### src/rtl/loa_lock_pkg.sv
// Shared types for the key-locked lower-part-OR adder.
// Holds the lock FSM states and the key width helper.
package loa_lock_pkg;

  typedef enum logic [1:0] {
    LOCKED,
    ACTIVE,
    DRAIN
  } lock_state_e;

  function automatic int key_w(input int width, input int lower);
    return width - lower + 1;
  endfunction

endpackage

### src/rtl/loa_lock_keyreg.sv
// Serial key shadow register, bit counter and lock FSM.
// Swaps in a new key only once the datapath has drained.
module loa_lock_keyreg
  import loa_lock_pkg::*;
#(
  parameter int KEY_W = 25
) (
  input  logic             clk,
  input  logic             rst,
  input  logic             key_shift,
  input  logic             key_bit,
  input  logic             key_commit,
  input  logic             pipe_empty,
  output logic [KEY_W-1:0] active_key,
  output lock_state_e      state,
  output logic             key_loaded,
  output logic             key_err
);

  localparam int CW = $clog2(KEY_W + 1);
  localparam logic [CW-1:0] FULL = CW'(KEY_W);

  logic [KEY_W-1:0] shadow;
  logic [KEY_W-1:0] shadow_nxt;
  logic [CW-1:0]    cnt;
  logic [CW-1:0]    cnt_nxt;
  logic             full;

  // A shift in the same cycle lands before the commit is judged.
  always_comb begin
    shadow_nxt = shadow;
    cnt_nxt    = cnt;
    if (key_shift) begin
      shadow_nxt = {key_bit, shadow[KEY_W-1:1]};
      if (cnt != FULL) cnt_nxt = cnt + 1'b1;
    end
    full = (cnt_nxt == FULL);
  end

  always_ff @(posedge clk) begin
    if (rst) begin
      state      <= LOCKED;
      shadow     <= '0;
      cnt        <= '0;
      active_key <= '0;
      key_loaded <= 1'b0;
      key_err    <= 1'b0;
    end else begin
      shadow  <= shadow_nxt;
      cnt     <= cnt_nxt;
      key_err <= 1'b0;
      unique case (state)
        LOCKED: begin
          if (key_commit) begin
            if (full) begin
              active_key <= shadow_nxt;
              cnt        <= '0;
              state      <= ACTIVE;
              key_loaded <= 1'b1;
            end else begin
              key_err <= 1'b1;
            end
          end
        end
        ACTIVE: begin
          if (key_commit) begin
            if (full) state <= DRAIN;
            else key_err <= 1'b1;
          end
        end
        DRAIN: begin
          if (key_commit) key_err <= 1'b1;
          if (pipe_empty) begin
            active_key <= shadow_nxt;
            cnt        <= '0;
            state      <= ACTIVE;
          end
        end
        default: begin
          state      <= LOCKED;
          key_loaded <= 1'b0;
        end
      endcase
    end
  end

endmodule

### src/rtl/locked_loa_adder_pipe.sv
// Two-stage lower-part-OR approximate adder whose upper carry
// chain is obfuscated by a serially loaded key.
module locked_loa_adder_pipe
  import loa_lock_pkg::*;
#(
  parameter int                   WIDTH    = 32,
  parameter int                   LOWER    = 8,
  parameter logic [WIDTH-LOWER:0] KEY_MASK = '0
) (
  input  logic             clk_i,
  input  logic             rst_i,
  input  logic             in_valid_i,
  output logic             in_ready_o,
  input  logic [WIDTH-1:0] add1_i,
  input  logic [WIDTH-1:0] add2_i,
  output logic             out_valid_o,
  input  logic             out_ready_i,
  output logic [WIDTH:0]   result_o,
  input  logic             key_shift_i,
  input  logic             key_bit_i,
  input  logic             key_commit_i,
  output logic             key_loaded_o,
  output logic             key_err_o
);

  localparam int KEY_W = key_w(WIDTH, LOWER);
  localparam int UW    = WIDTH - LOWER;

  logic [KEY_W-1:0] active_key;
  logic [KEY_W-1:0] k;
  lock_state_e      state;

  logic             s1_valid;
  logic [UW-1:0]    s1_a;
  logic [UW-1:0]    s1_b;
  logic [LOWER-1:0] s1_lo;
  logic             s1_cin;
  logic             s2_valid;
  logic [WIDTH:0]   s2_result;

  logic             s2_can;
  logic             accept;
  logic [UW-1:0]    hi;
  logic             c;
  logic [WIDTH:0]   sum;

  loa_lock_keyreg #(
    .KEY_W(KEY_W)
  ) u_keyreg (
    .clk       (clk_i),
    .rst       (rst_i),
    .key_shift (key_shift_i),
    .key_bit   (key_bit_i),
    .key_commit(key_commit_i),
    .pipe_empty(!s1_valid && !s2_valid),
    .active_key(active_key),
    .state     (state),
    .key_loaded(key_loaded_o),
    .key_err   (key_err_o)
  );

  assign s2_can     = !s2_valid || out_ready_i;
  assign in_ready_o = (state == ACTIVE) && (!s1_valid || s2_can);
  assign accept     = in_valid_i && in_ready_o;

  // Each carry entering an upper bit, and the carry-out, is keyed.
  always_comb begin
    k = active_key ^ KEY_MASK;
    c = s1_cin ^ k[0];
    hi = '0;
    for (int j = 0; j < UW; j++) begin
      hi[j] = s1_a[j] ^ s1_b[j] ^ c;
      c = ((s1_a[j] & s1_b[j]) | (c & (s1_a[j] ^ s1_b[j]))) ^ k[j+1];
    end
    sum = {c, hi, s1_lo};
  end

  always_ff @(posedge clk_i) begin
    if (rst_i) begin
      s1_valid  <= 1'b0;
      s1_a      <= '0;
      s1_b      <= '0;
      s1_lo     <= '0;
      s1_cin    <= 1'b0;
      s2_valid  <= 1'b0;
      s2_result <= '0;
    end else begin
      if (!s1_valid || s2_can) begin
        s1_valid <= accept;
        if (accept) begin
          s1_a   <= add1_i[WIDTH-1:LOWER];
          s1_b   <= add2_i[WIDTH-1:LOWER];
          s1_lo  <= add1_i[LOWER-1:0] | add2_i[LOWER-1:0];
          s1_cin <= add1_i[LOWER-1] & add2_i[LOWER-1];
        end
      end
      if (s2_can) begin
        s2_valid <= s1_valid;
        if (s1_valid) s2_result <= sum;
      end
    end
  end

  assign out_valid_o = s2_valid;
  assign result_o    = s2_result;

endmodule
### config.mk
export PLATFORM = sky130hd
export DESIGN_NAME = locked_loa_adder_pipe
export DESIGN_NICKNAME = d
export VERILOG_FILES = /design/src/rtl/loa_lock_pkg.sv /design/src/rtl/loa_lock_keyreg.sv /design/src/rtl/locked_loa_adder_pipe.sv
export SDC_FILE = /design/constraint.sdc
export NUM_CORES = 1
export LEC_CHECK = 0
export CAP_MARGIN = 0
export CORE_MARGIN = 2
export CORE_UTILIZATION = 49
export CTS_BUF_LIST = sky130_fd_sc_hd__clkbuf_16
export DETAILED_ROUTE_END_ITERATION = 10
export HOLD_SLACK_MARGIN = 0.02
export PLACE_DENSITY = 0.73
export SKIP_CTS_REPAIR_TIMING = 1
export SYNTH_ARGS = -nofsm -noshare
export SYNTH_HDL_FRONTEND = slang
export SYNTH_HIERARCHICAL = 1
export SYNTH_SLANG_ARGS = --single-unit
### constraint.sdc
create_clock -name clk_i -period 13 [get_ports clk_i]
set_input_delay 1.95 -clock clk_i [delete_from_list [all_inputs] [get_ports clk_i]]
set_output_delay 1.95 -clock clk_i [all_outputs]
set_load 0.005 [all_outputs]
Yosys cells after proc, flatten, opt, wreduce, memory -nomap -nowiden
Cells that the tools add are included.

Register bits: 151.

$add $sub $neg: 1. Equality and inequality tests: 9. Muxes and demuxes: 24. Bitwise operators: 148. Reductions and logical operators: 16.

Operator list (number): $mux W25 (4); $xor A1 B1 Y1 (73); $pmux W25 S2 (1); $and A1 B1 Y1 (49); $mux W5 (5); $or A1 B1 Y1 (24); $mux W2 (5); $pmux W5 S2 (1); $or A8 B8 Y8 (1); $ne A2 B1 Y1 const B (3); $pmux W2 S3 (1); $add A5 B1 Y5 const B (1); $eq A5 B5 Y1 const B (1); $mux W1 (5); $ne A5 B5 Y1 const B (1); $reduce_and A5 Y1 (1); $ne A2 B2 Y1 const B (2); $pmux W1 S2 (2); $reduce_and A2 Y1 (2); $reduce_and A4 Y1 (1); $reduce_or A2 Y1 (2); $logic_and A1 B1 Y1 (3); $reduce_and A3 Y1 (1); $eq A2 B1 Y1 const B (1); 6 further kinds (8).

Longest topological paths before layout
Gate-level depths: netlist of the first run.

Word-level depth: 73. Mapped depth: 51.

Modules after synthesis
Netlist of the first run, hierarchy kept.

Modules (own cells, without submodules): locked_loa_adder_pipe (instances 1, cells an instance 483, area each 4640.7 µm², seq. area each 1841.8 µm²); loa_lock_keyreg (instances 1, cells an instance 232, area each 2537.4 µm², seq. area each 1181.1 µm²).

Worst setup path after synthesis of the first run
Ideal clock, no wire load.

Path type: register to register. From: register s1_cin. To: register s2_result[32], in the netlist result_o[32]. Setup time: 70 ps. Arrival: 13602 ps. Slack: -673 ps. Cell stages (with the launch flop): 52. Path buffers: 0. Period minus slack after synthesis: 13673 ps. Cells stage by stage: dfxtp_1 xnor2_1 fa_1 xor2_1 fa_1 xor2_1 fa_1 xor2_1 fa_1 xor2_1 fa_1 xor2_1 fa_1 xor2_1 fa_1 xor2_1 fa_1 xor2_1 [16 not listed] fa_1 xor2_1 fa_1 xor2_1 fa_1 xor2_1 fa_1 xor2_1 fa_1 xor2_1 fa_1 xor2_1 fa_1 xnor2_1 fa_1 xnor2_1 nand3_1 a21oi_1.

Longest elaborated chain between the ends: 73.

Ends and longest elaborated chain: from (decl) (line locked_loa_adder_pipe.sv:37) `logic s1_cin;`; from (signal assigned) (line locked_loa_adder_pipe.sv:94) `s1_cin <= add1_i[LOWER-1] & add2_i[LOWER-1];`; $xor A1 B1 Y1 (line locked_loa_adder_pipe.sv:69) `c = s1_cin ^ k[0];`; $and A1 B1 Y1 (line locked_loa_adder_pipe.sv:73) `c = ((s1_a[j] & s1_b[j]) | (c & (s1_a[j] ^ s1_b[j]))) ^ k[j+1];`; $or A1 B1 Y1 (line locked_loa_adder_pipe.sv:73); $xor A1 B1 Y1 (line locked_loa_adder_pipe.sv:73); $and A1 B1 Y1 (line locked_loa_adder_pipe.sv:73); $or A1 B1 Y1 (line locked_loa_adder_pipe.sv:73); $xor A1 B1 Y1 (line locked_loa_adder_pipe.sv:73); $and A1 B1 Y1 (line locked_loa_adder_pipe.sv:73); [57 not listed]; $or A1 B1 Y1 (line locked_loa_adder_pipe.sv:73); $xor A1 B1 Y1 (line locked_loa_adder_pipe.sv:73); $and A1 B1 Y1 (line locked_loa_adder_pipe.sv:73); $or A1 B1 Y1 (line locked_loa_adder_pipe.sv:73); $xor A1 B1 Y1 (line locked_loa_adder_pipe.sv:73); $and A1 B1 Y1 (line locked_loa_adder_pipe.sv:73); $or A1 B1 Y1 (line locked_loa_adder_pipe.sv:73); $xor A1 B1 Y1 (line locked_loa_adder_pipe.sv:73); to (signal assigned) (line locked_loa_adder_pipe.sv:99) `if (s1_valid) s2_result <= sum;`; to (decl) (line locked_loa_adder_pipe.sv:39) `logic [WIDTH:0] s2_result;`.

Every way passes these cells. A chain may end at the register's enable or synchronous reset.

Worst setup path in the final report of the first run
From: register u_keyreg.active_key[0]. To: register s2_result[32], in the netlist result_o[32].

Longest elaborated chain between the ends: 73.

Ends and longest elaborated chain: from (decl) (line loa_lock_keyreg.sv:14) `output logic [KEY_W-1:0] active_key,`; from (signal assigned) (line loa_lock_keyreg.sv:56) `active_key <= shadow_nxt;`; from (signal assigned) (line loa_lock_keyreg.sv:74) `active_key <= shadow_nxt;`; $xor A1 B1 Y1 (line locked_loa_adder_pipe.sv:69); $and A1 B1 Y1 (line locked_loa_adder_pipe.sv:73); $or A1 B1 Y1 (line locked_loa_adder_pipe.sv:73); $xor A1 B1 Y1 (line locked_loa_adder_pipe.sv:73); $and A1 B1 Y1 (line locked_loa_adder_pipe.sv:73); $or A1 B1 Y1 (line locked_loa_adder_pipe.sv:73); $xor A1 B1 Y1 (line locked_loa_adder_pipe.sv:73); $and A1 B1 Y1 (line locked_loa_adder_pipe.sv:73); [57 not listed]; $or A1 B1 Y1 (line locked_loa_adder_pipe.sv:73); $xor A1 B1 Y1 (line locked_loa_adder_pipe.sv:73); $and A1 B1 Y1 (line locked_loa_adder_pipe.sv:73); $or A1 B1 Y1 (line locked_loa_adder_pipe.sv:73); $xor A1 B1 Y1 (line locked_loa_adder_pipe.sv:73); $and A1 B1 Y1 (line locked_loa_adder_pipe.sv:73); $or A1 B1 Y1 (line locked_loa_adder_pipe.sv:73); $xor A1 B1 Y1 (line locked_loa_adder_pipe.sv:73).

Every way passes these cells.

==> summary.txt, run 1 <==
=====================================================================================================
Effective utilization at floorplan                                                              0.498
Initial DRT Pass Iterations                                                                         4
Sink count of the clock tree                                                                      151
XOR/XNOR share of the synthesized area                                                         0.0342
H-Tree Level Count                                                                                  4
Number of ports placed on the die boundary                                                        108
Result of the run                                                                        finished, violations left
Largest net degree at the start of global routing                                                 123
Psw                                                                                            230 uW
Number of global-route vias before repair                                                        5123
Worst slew margin relative to its limit                                                         0.208
Simple-gate share of the synthesized area                                                       0.181
Part of the total power dissipated in combinational logic                                       0.100
Period utilization                                                                               1.02
Final setup TNS                                                                             -0.463 ns
Data arrival, critical path                                                                  13.50 ns
Number of antenna-violating nets in the routed design                                               0
First-pass GRT wire length                                                                   25100 um
Crit Path Max Fanout                                                                                2
Setup repair after global routing missed its margin                                               yes
Reg clk slew, reported paths                                                                  0.06 ns
Post-route cell area                                                                         9000 um2
Port Buffer Count                                                                                 107
Most frequent cell on the critical path                                                          fa_2
Largest cells by area after synthesis                                                    dfxtp_1 42%, mux2i_1 10%, nand2b_1 9.4%
Synth area leader                                                                             dfxtp_1
Total power consumption of the routed design                                                  1010 uW
Setup WS post-layout                                                                        -0.242 ns
Post-synthesis share of cell area spent on full adders, half adders and majority gates         0.0774
Routed vias/inst                                                                                 5.15
FF+latch count, synth                                                                             151
Violations in the final reports                                                          negative setup slack
Vertical extent of the die                                                                     125 um
Cell at the slowest stage of the critical path                                                   fa_2
Clk buf depth                                                                                       2
Top-count cell post-synth                                                                     dfxtp_1
Leading cell types by count after synthesis                                              151 x dfxtp_1, 108 x nand2b_1, 73 x mux2i_1, 43 x nor2_1, 40 x a21oi_1
Number of pins with negative max-slew slack in the final report                                     0
Part of the power in the clock network                                                          0.422
Setup crit start kind                                                                        register
Commonest register cell after synthesis                                                       dfxtp_1
Worst-margin pin slew                                                                         1.18 ns
Async set or reset register ratio after synthesis                                                   0
Synth Area in Compound Gates                                                                   0.0772
Netlist area before placement                                                                7180 um2
Area growth, synth to finish                                                                    25.4%
Total power per unit cell area                                                             112 nW/um2
Filler cell count in the final layout                                                            1140
Standby leakage power                                                                      0.00320 uW
Number of distinct library cells after synthesis                                                   39
Clock tree from TritonCTS                                                                         yes
DR iter-0 viols                                                                                   358
TritonCTS Buffers                                                                                  17
Slowest cell delay on critical path                                                           0.39 ns
Placeable core region                                                                       14400 um2
Reported max-cap violation count                                                                    0
Diodes inserted                                                                                     0
Cell count after synthesis                                                                        715
Final setup violation count                                                                         2
Proportion of layout cells with a drive suffix above 1                                          0.132
Achievable clock frequency                                                                   75.5 MHz
RePlAce Congestion                                                                              0.826
Combinational family with the most area after synthesis                                  simple AND/OR/NAND/NOR gates
Switching power as a share of total power                                                       0.228
Final design utilization                                                                        0.624
Top cell type's share of synthesized area                                                       0.421
Sequential share of power                                                                       0.478
Total global-route track usage                                                                  0.197
Req. time, crit path                                                                         13.26 ns
Total grt overflow                                                                                  0
Width of the die                                                                               125 um
Total wirelength of the detailed-routed design                                               15200 um
Core Rows                                                                                          44
Area of the multi-input gates                                                                4000 um2
Part of the Yosys area used for sequential elements                                             0.421
Count of flip-flops with a built-in enable after synthesis                                          0
Area occupied by registers                                                                   3030 um2
Clock latency on the worst-skew pair                                                          0.42 ns
Number of antenna violations at the first check in global routing                                   0
Cell chosen for the clock root                                                              clkbuf_16
Total nets after synthesis                                                                        816
Cell-internal power                                                                            779 uW
Pre-CTS worst setup slack                                                                   -0.492 ns
Clock Skews                                                                                0.00583 ns
Synthesized area divided by synthesized cell count                                           10.0 um2
Clock period minus final worst setup slack                                                   13.24 ns
Overall die area                                                                            15600 um2
Ys Warns                                                                                            6
Multiplexer share of the synthesized area                                                       0.151
Placed Area                                                                                  8300 um2
Number of failing hold endpoints at the final stage                                                 0
Number of remaining DRC errors                                                                      0
Vias                                                                                             5115
Category of the worst setup path capture point                                               register
VDD IR max                                                                                0.0000833 V
Worst hold-check path type                                                                    reg2reg
Average wire length per cell after detail routing                                             15.3 um
WS Path Type                                                                                  reg2reg
Placed wire-length estimate                                                                  10300 um
Final net count                                                                                   899
=====================================================================================================
## flip-flops by register name (all words and copies together), names as in the netlist
name / count
s1_a: 24
u_keyreg/state: 2
u_keyreg/key_loaded: 1
s1_lo: 8
s1_valid: 1
u_keyreg/cnt: 5
out_valid_o: 1
u_keyreg/active_key: 25
s1_b: 24
u_keyreg/key_err: 1
u_keyreg/shadow: 25
s1_cin: 1
result_o: 33
## path summary, 6_finish.rpt
path	cells past startpoint	slack [ns]	endpoint	from
setup / recovery	51	-0.24	result_o[32]	u_keyreg/active_key[0]
hold reg to reg	2	0.47	s1_b[8]	s1_b[8]
hold / removal	2	0.47	s1_b[8]	s1_b[8]
setup reg to reg	51	-0.24	result_o[32]	u_keyreg/active_key[0]
## critical path: cells and delay by family (launching register included)
kind	cells	cell delay (ns)
AO/OA/AOI/OAI	1	0.06
XOR/XNOR	25	4.07
adder cells (fa/ha/maj)	24	8.59
flip-flops	1	0.33
AND/OR/NAND/NOR	1	0.09
## power groups by stage
stage	Clock (uW)	Sequential (uW)	Combinational (uW)
6_report	426	482	101
5_1_grt	458	484	110
3_3_place_gp	0	492	97.5
4_1_cts	436	482	100
3_5_place_dp	0	492	99.9
2_1_floorplan	0	490	64.3
## cell usage in the layout, fill, tap and decap left out, drive strengths merged, types with 6 or more instances in the layout
master | Yosys | final
nand3 | 21 | 21
clkinv | 0 | 7
inv | 37 | 42
mux2 | 25 | 25
ha | 6 | 6
or4 | 11 | 11
nor2 | 43 | 43
xor2 | 23 | 23
clkdlybuf4s50 | 0 | 105
dfxtp | 151 | 151
o21ai | 31 | 31
mux2i | 73 | 73
buf | 17 | 8
nand2b | 108 | 108
clkbuf | 32 | 17
a211oi | 15 | 15
nor2b | 27 | 27
a21oi | 40 | 40
fa | 24 | 24
## logic make-up (layout without fill, tap and decap cells)
logic type,count (synthesis),after routing
fa+ha+maj,30,30
xor+xnor,28,28
compound gates,95,95
simple gates,227,227
buf+inv,86,180
flops,151,151
mux,98,98
## area by class of cell
class	count	area share
clock buffers	17	0.0472
clock inverters	13	0.00862
inverters	37	0.0154
multi-input cells	478	0.444
flip-flops and latches	151	0.336
well taps	184	0.0256
repair buffers	113	0.123
## per-stage QoR
stage / hold slack (ns) / cells
6_report: 0.473 / 993
5_1_grt: 0.492 / 993
3_3_place_gp: 0.460 / 963
2_1_floorplan: 0.449 / 715
3_5_place_dp: 0.461 / 963
4_1_cts: 0.476 / 993
## routing by layer
layer,vias to the layer above,routed length (um),GRT usage
li1,2524,-,-
met1,2461,7200,0.272
met2,102,7010,0.301
met3,28,688,0.0466
met4,0,327,0.0745
met5,-,0,0
Power figures use the tool's default switching activity.
==> run 2, diff against run 1 <==
--- a/config.mk
+++ b/config.mk
@@ -12,6 +12,7 @@
 export DETAILED_ROUTE_END_ITERATION = 10
 export HOLD_SLACK_MARGIN = 0.02
 export PLACE_DENSITY = 0.73
+export SETUP_SLACK_MARGIN = 0.4
 export SKIP_CTS_REPAIR_TIMING = 1
 export SYNTH_ARGS = -nofsm -noshare
 export SYNTH_HDL_FRONTEND = slang
==> summary.txt, run 2 (same netlist as run 1, synthesis figures left out) <==
================================================================================
Leading cell type in the layout, fill and taps excluded                  dfxtp_1   unchanged
Number of pins with negative max-slew slack in the final report                0   unchanged
VDD IR max                                                            0.000108 V   was 0.0000833 V
Standby leakage power                                                 0.00321 uW   was 0.00320 uW
Total global-route track usage                                             0.197   about the same
Initial DRT Pass Iterations                                                    4   unchanged
Setup crit start kind                                                   register   unchanged
Port Buffer Count                                                            107   unchanged
Data arrival, critical path                                             13.39 ns   was 13.50 ns
First-pass GRT wire length                                              25100 um   unchanged
Core Rows                                                                     44   unchanged
Hold wc startpoint                                                       s1_b[0]   was s1_b[8]
Proportion of layout cells with a drive suffix above 1                     0.111   was 0.132
Result of the run                                                   finished, violations left   unchanged
Crit Path Max Fanout                                                           2   unchanged
Final setup violation count                                                    1   was 2
Clock Skews                                                           0.00963 ns   was 0.00583 ns
Worst slew margin relative to its limit                                    0.299   was 0.208
DR iter-0 viols                                                              377   was 358
Reg clk slew, reported paths                                             0.06 ns   about the same
Sink count of the clock tree                                                 151   unchanged
Average wire length per cell after detail routing                        15.2 um   was 15.3 um
Achievable clock frequency                                              76.7 MHz   was 75.5 MHz
Clock period minus final worst setup slack                              13.05 ns   was 13.24 ns
Number of failing hold endpoints at the final stage                            0   unchanged
Reported max-cap violation count                                               0   unchanged
TritonCTS Buffers                                                             17   unchanged
Final setup TNS                                                       -0.0459 ns   was -0.463 ns
Placeable core region                                                  14400 um2   unchanged
Total power per unit cell area                                        121 nW/um2   was 112 nW/um2
Cell family contributing the most delay on the critical path         adder cells   unchanged
Final net count                                                              899   unchanged
Largest net degree at the start of global routing                            126   was 123
Routed vias/inst                                                            5.11   was 5.15
Launch instance of the worst register-to-register path                    s1_cin   was u_keyreg/active_key[0]
Worst hold-check path type                                               reg2reg   unchanged
Final design utilization                                                   0.619   was 0.624
Max FFs per register                                                          33   unchanged
Crit path from                                                            s1_cin   was u_keyreg/active_key[0]
Placed wire-length estimate                                             10500 um   was 10300 um
WS Path Type                                                             reg2reg   unchanged
Number of remaining DRC errors                                                 0   unchanged
Effective utilization at floorplan                                         0.498   unchanged
Most frequent cell on the critical path                                     fa_2   unchanged
Cell at the slowest stage of the critical path                              fa_2   unchanged
Worst-margin pin slew                                                    1.05 ns   was 1.18 ns
Number of antenna violations at the first check in global routing              0   unchanged
Number of ports placed on the die boundary                                   108   unchanged
Total wirelength of the detailed-routed design                          15100 um   was 15200 um
H-Tree Level Count                                                             4   unchanged
Clk buf depth                                                                  2   unchanged
Setup repair after global routing missed its margin                          yes   unchanged
Area growth, synth to finish                                               24.4%   was 25.4%
Commonest cells after routing, fill and taps aside                  151 x dfxtp_1, 108 x nand2b_1, 105 x clkdlybuf4s50_1, 73 x mux2i_1, 42 x nor2_1   was 149 x dfxtp_1, 108 x nand2b_1, 105 x clkdlybuf4s50_1, 73 x mux2i_1
Diodes inserted                                                                0   unchanged
Vertical extent of the die                                                125 um   unchanged
Clock tree from TritonCTS                                                    yes   unchanged
Period utilization                                                          1.00   was 1.02
Width of the die                                                          125 um   unchanged
Clock latency on the worst-skew pair                                     0.42 ns   about the same
Slowest cell delay on critical path                                      0.36 ns   was 0.39 ns
Vias                                                                        5082   was 5115
Number of antenna-violating nets in the routed design                          0   unchanged
Violations in the final reports                                     negative setup slack   unchanged
Overall die area                                                       15600 um2   unchanged
Req. time, crit path                                                    13.35 ns   was 13.26 ns
Setup WS post-layout                                                  -0.0459 ns   was -0.242 ns
Total grt overflow                                                             0   unchanged
Category of the worst setup path capture point                          register   unchanged
Number of global-route vias before repair                                   5186   was 5123
Cell chosen for the clock root                                         clkbuf_16   unchanged
RePlAce Congestion                                                         0.795   was 0.826
Sum of buffers and inverters on the critical path                              0   unchanged
================================================================================
## run 2: changes by cell type in the layout (fill, tap and decap cells not counted), moves of 3 or more
cell	previous run	this run
xor2_2	20	0
xor2_1	3	23
bufinv_16	1	4
clkinv_1	5	2
## run 2: metrics by stage
stage / setup WS, ns / total power (uW) / hold WS (ns) / instance area, um2 / instances
floorplan: 0.394 / 555 / 0.449 / 7260 / 715
global placement: 0.108 / 591 / 0.460 / 8330 / 963
detailed placement: -0.0717 / 593 / 0.461 / 8330 / 963
CTS: -0.0999 / 1090 / 0.475 / 8930 / 995
finish: -0.0459 / 1080 / 0.472 / 8930 / 995
global route: -0.461 / 1120 / 0.489 / 8930 / 995
## run 2: layout make-up
type	count	area, um2
fill	1166	5490
sequential	151	3020
timing repair buffer	113	1110
clock inverter	15	170
multi-input combinational	478	3840
inverter	37	139
tap	184	230
clock buffer	17	425
## run 2: power breakdown
part | switching [uW] | internal [uW] | total [uW] | leakage (uW)
Clock | 183 | 315 | 498 | 0.000306
Sequential | 8.60 | 474 | 483 | 0.00122
Combinational | 47.6 | 53.0 | 101 | 0.00168
## run 2: path summary, 6_finish.rpt
kind / end / slack [ns] / cells past startpoint
worst max-delay path: result_o[32] / -0.05 / 51
worst min-delay path: s1_b[0] / 0.47 / 2
worst max register to register: result_o[32] / -0.05 / 51
worst min register to register: s1_b[0] / 0.47 / 2
## run 2: worst min-delay path: stages (launching register included)
cell      delay, ns
dfxtp_1        0.31
nand2b_1       0.06
mux2i_1        0.05
## run 2: layer usage
layer,vias to the layer above,share of wire,GRT usage
met5,-,0,0
met4,0,0.013,0.0686
met3,14,0.037,0.0462
met2,96,0.48,0.319
met1,2431,0.47,0.260
li1,2541,-,-
==> patch: new RTL, settings of run 1 <==
Re-encode `lock_state_e` (3 states) as one-hot, 3 bits wide.
--- a/src/rtl/loa_lock_pkg.sv
+++ b/src/rtl/loa_lock_pkg.sv
@@ -2,10 +2,10 @@
 // Holds the lock FSM states and the key width helper.
 package loa_lock_pkg;
 
-  typedef enum logic [1:0] {
-    LOCKED,
-    ACTIVE,
-    DRAIN
+  typedef enum logic [2:0] {
+    LOCKED = 3'b001,
+    ACTIVE = 3'b010,
+    DRAIN  = 3'b100
   } lock_state_e;
 
   function automatic int key_w(input int width, input int lower);
Function: same outputs for any inputs over 10 cycles, from zero or initial values and one cycle with rst_i high; not proved beyond that.
==> patch against run 1 <==
Critical path depth stayed put; critical path type unchanged; sequential cell count grew 1; final cell count is 0.10% higher; the flow still finishes with violations (setup timing); area after synthesis is essentially flat; largest cell class unchanged; final area fell by 0.53%; setup slack lost 0.057 ns; wire length increased by 2.4%; non-clock buffer count shrank 2; die area about the same.
Power is not compared: it rests on default switching activity, and its combinational part moved more than twofold at a synthesized area within 25%.
==> patch: results (changes against run 1) <==
* Status: complete, but fails checks
* Failing checks: setup timing
* Distinct cells, synth at 43 (+10%)
* Final Setup Violations at 2 (unchanged)
* Met1 Track Usage GR at 27.3% (+0.12 points)
* Detailed placement HPWL at 10.5 mm (+1.9%)
* Gate Count Post-Synth at 716 (+0.14%)
* Non-Filler Instances at 994 (+0.10%)
* Fraction of layout instances using a drive strength above 1 at 12.0% (-1.3 points)
* DR iter-0 viols at 336 (-6.1%)
* GRT Util Overall at 20.4% (+0.74 points)
* Vias at 5137 (+0.43%)
* Worst VDD drop at approximately 0.000097 V
* Global-route wire length before repair at 25.9 mm (+3.3%)
* Sequential share of the synthesized area at 42.4% (+0.29 points)
* Clock skew at 0.00626 ns (+0.000435 ns)
* Placed cells at 962 (-0.10%)
* Sum Neg Setup Slack at -0.516 ns (-0.0531 ns)
* # nets final at 894 (-0.56%)
* Net Count, Synth at 813 (-0.37%)
* Met2 GRT Util at 32.9% (+2.7 points)
* Final Wtd Congestion at 0.802 (-2.8%)
* CP arrival at 13.65 ns (+0.15 ns)
* Final setup margin at -0.298 ns (-0.0569 ns)
* Vias in the first global route at 5323 (+3.9%)
* Met3 Use GR at 5.35% (+0.68 points)
* 1st-pass router iterations at 4 (unchanged)
* Top cells by count, synth: dfxtp_1 (152), nand2b_1 (112), mux2i_1 (73)
* Post-Route WL at 15.6 mm (+2.4%)
* Area contributors post-synth: dfxtp_1 (42%), mux2i_1 (10%), nand2b_1 (9.8%)
-- patch: cell types whose count changed after synthesis, moves of 3 or more --
cell,change
ha_1,-4
inv_1,-4
nand2_1,+6
nand2b_1,+4
nor3_1,-3
-- patch: worst max-delay path, delay by kind of cell, from the launching register on --
family	cells	cell delay, ns
simple gates	1	0.12
fa+ha+maj	24	8.27
flops	1	0.34
xor+xnor	25	4.36
compound gates	1	0.16
-- patch: layer usage --
metal	vias up	wire [µm]
met5	-	0
met4	0	168
met3	15	679
met2	101	7400
met1	2473	7340
li1	2548	-
-- patch: path summary, 6_finish.rpt --
kind	start	slack [ns]	cells after the start	to
setup reg to reg	s1_cin	-0.30	51	result_o[32]
setup / recovery	s1_cin	-0.30	51	result_o[32]
hold / removal	s1_b[10]	0.48	2	s1_b[10]
hold reg to reg	s1_b[10]	0.48	2	s1_b[10]
-- patch: logic make-up (layout without fill, tap and decap cells) --
kind of cell,Yosys count,after routing,share of synthesized area (%)
adders and majority gates,26,26,7.04
DFF,152,152,42.4
AOI/OAI and AO/OA,96,96,7.91
and+or+nand+nor,234,234,18.8
muxes,98,98,15.1
buffers and inverters,82,176,5.26
xor gates and xnor gates,28,28,3.42
-- patch: per-stage QoR --
step | cell area (µm²) | worst slack [ns]
after detailed placement | 8300 | -0.409
final | 8960 | -0.298
after CTS | 8910 | -0.566
after floorplan | 7220 | 0.0195
after global placement | 8300 | -0.306
after global routing | 8960 | -0.758
-- patch: cell type report --
class                   instances  area, µm²
inverters                      33        124
clock inverters                15        184
multi-input cells             482       3850
repair buffers                111       1090
clock buffers                  17        425
well taps                     184        230
fillers                      1156       5470
flip-flops and latches        152       3040
-- patch: power by group --
group | leakage, nW | switching [W] | total, W | internal, W
registers | 1.23 | 0.00000126 | 0.000468 | 0.000467
logic | 1.68 | 0.0000201 | 0.0000500 | 0.0000299
clock network | 0.292 | 0.000192 | 0.000510 | 0.000318
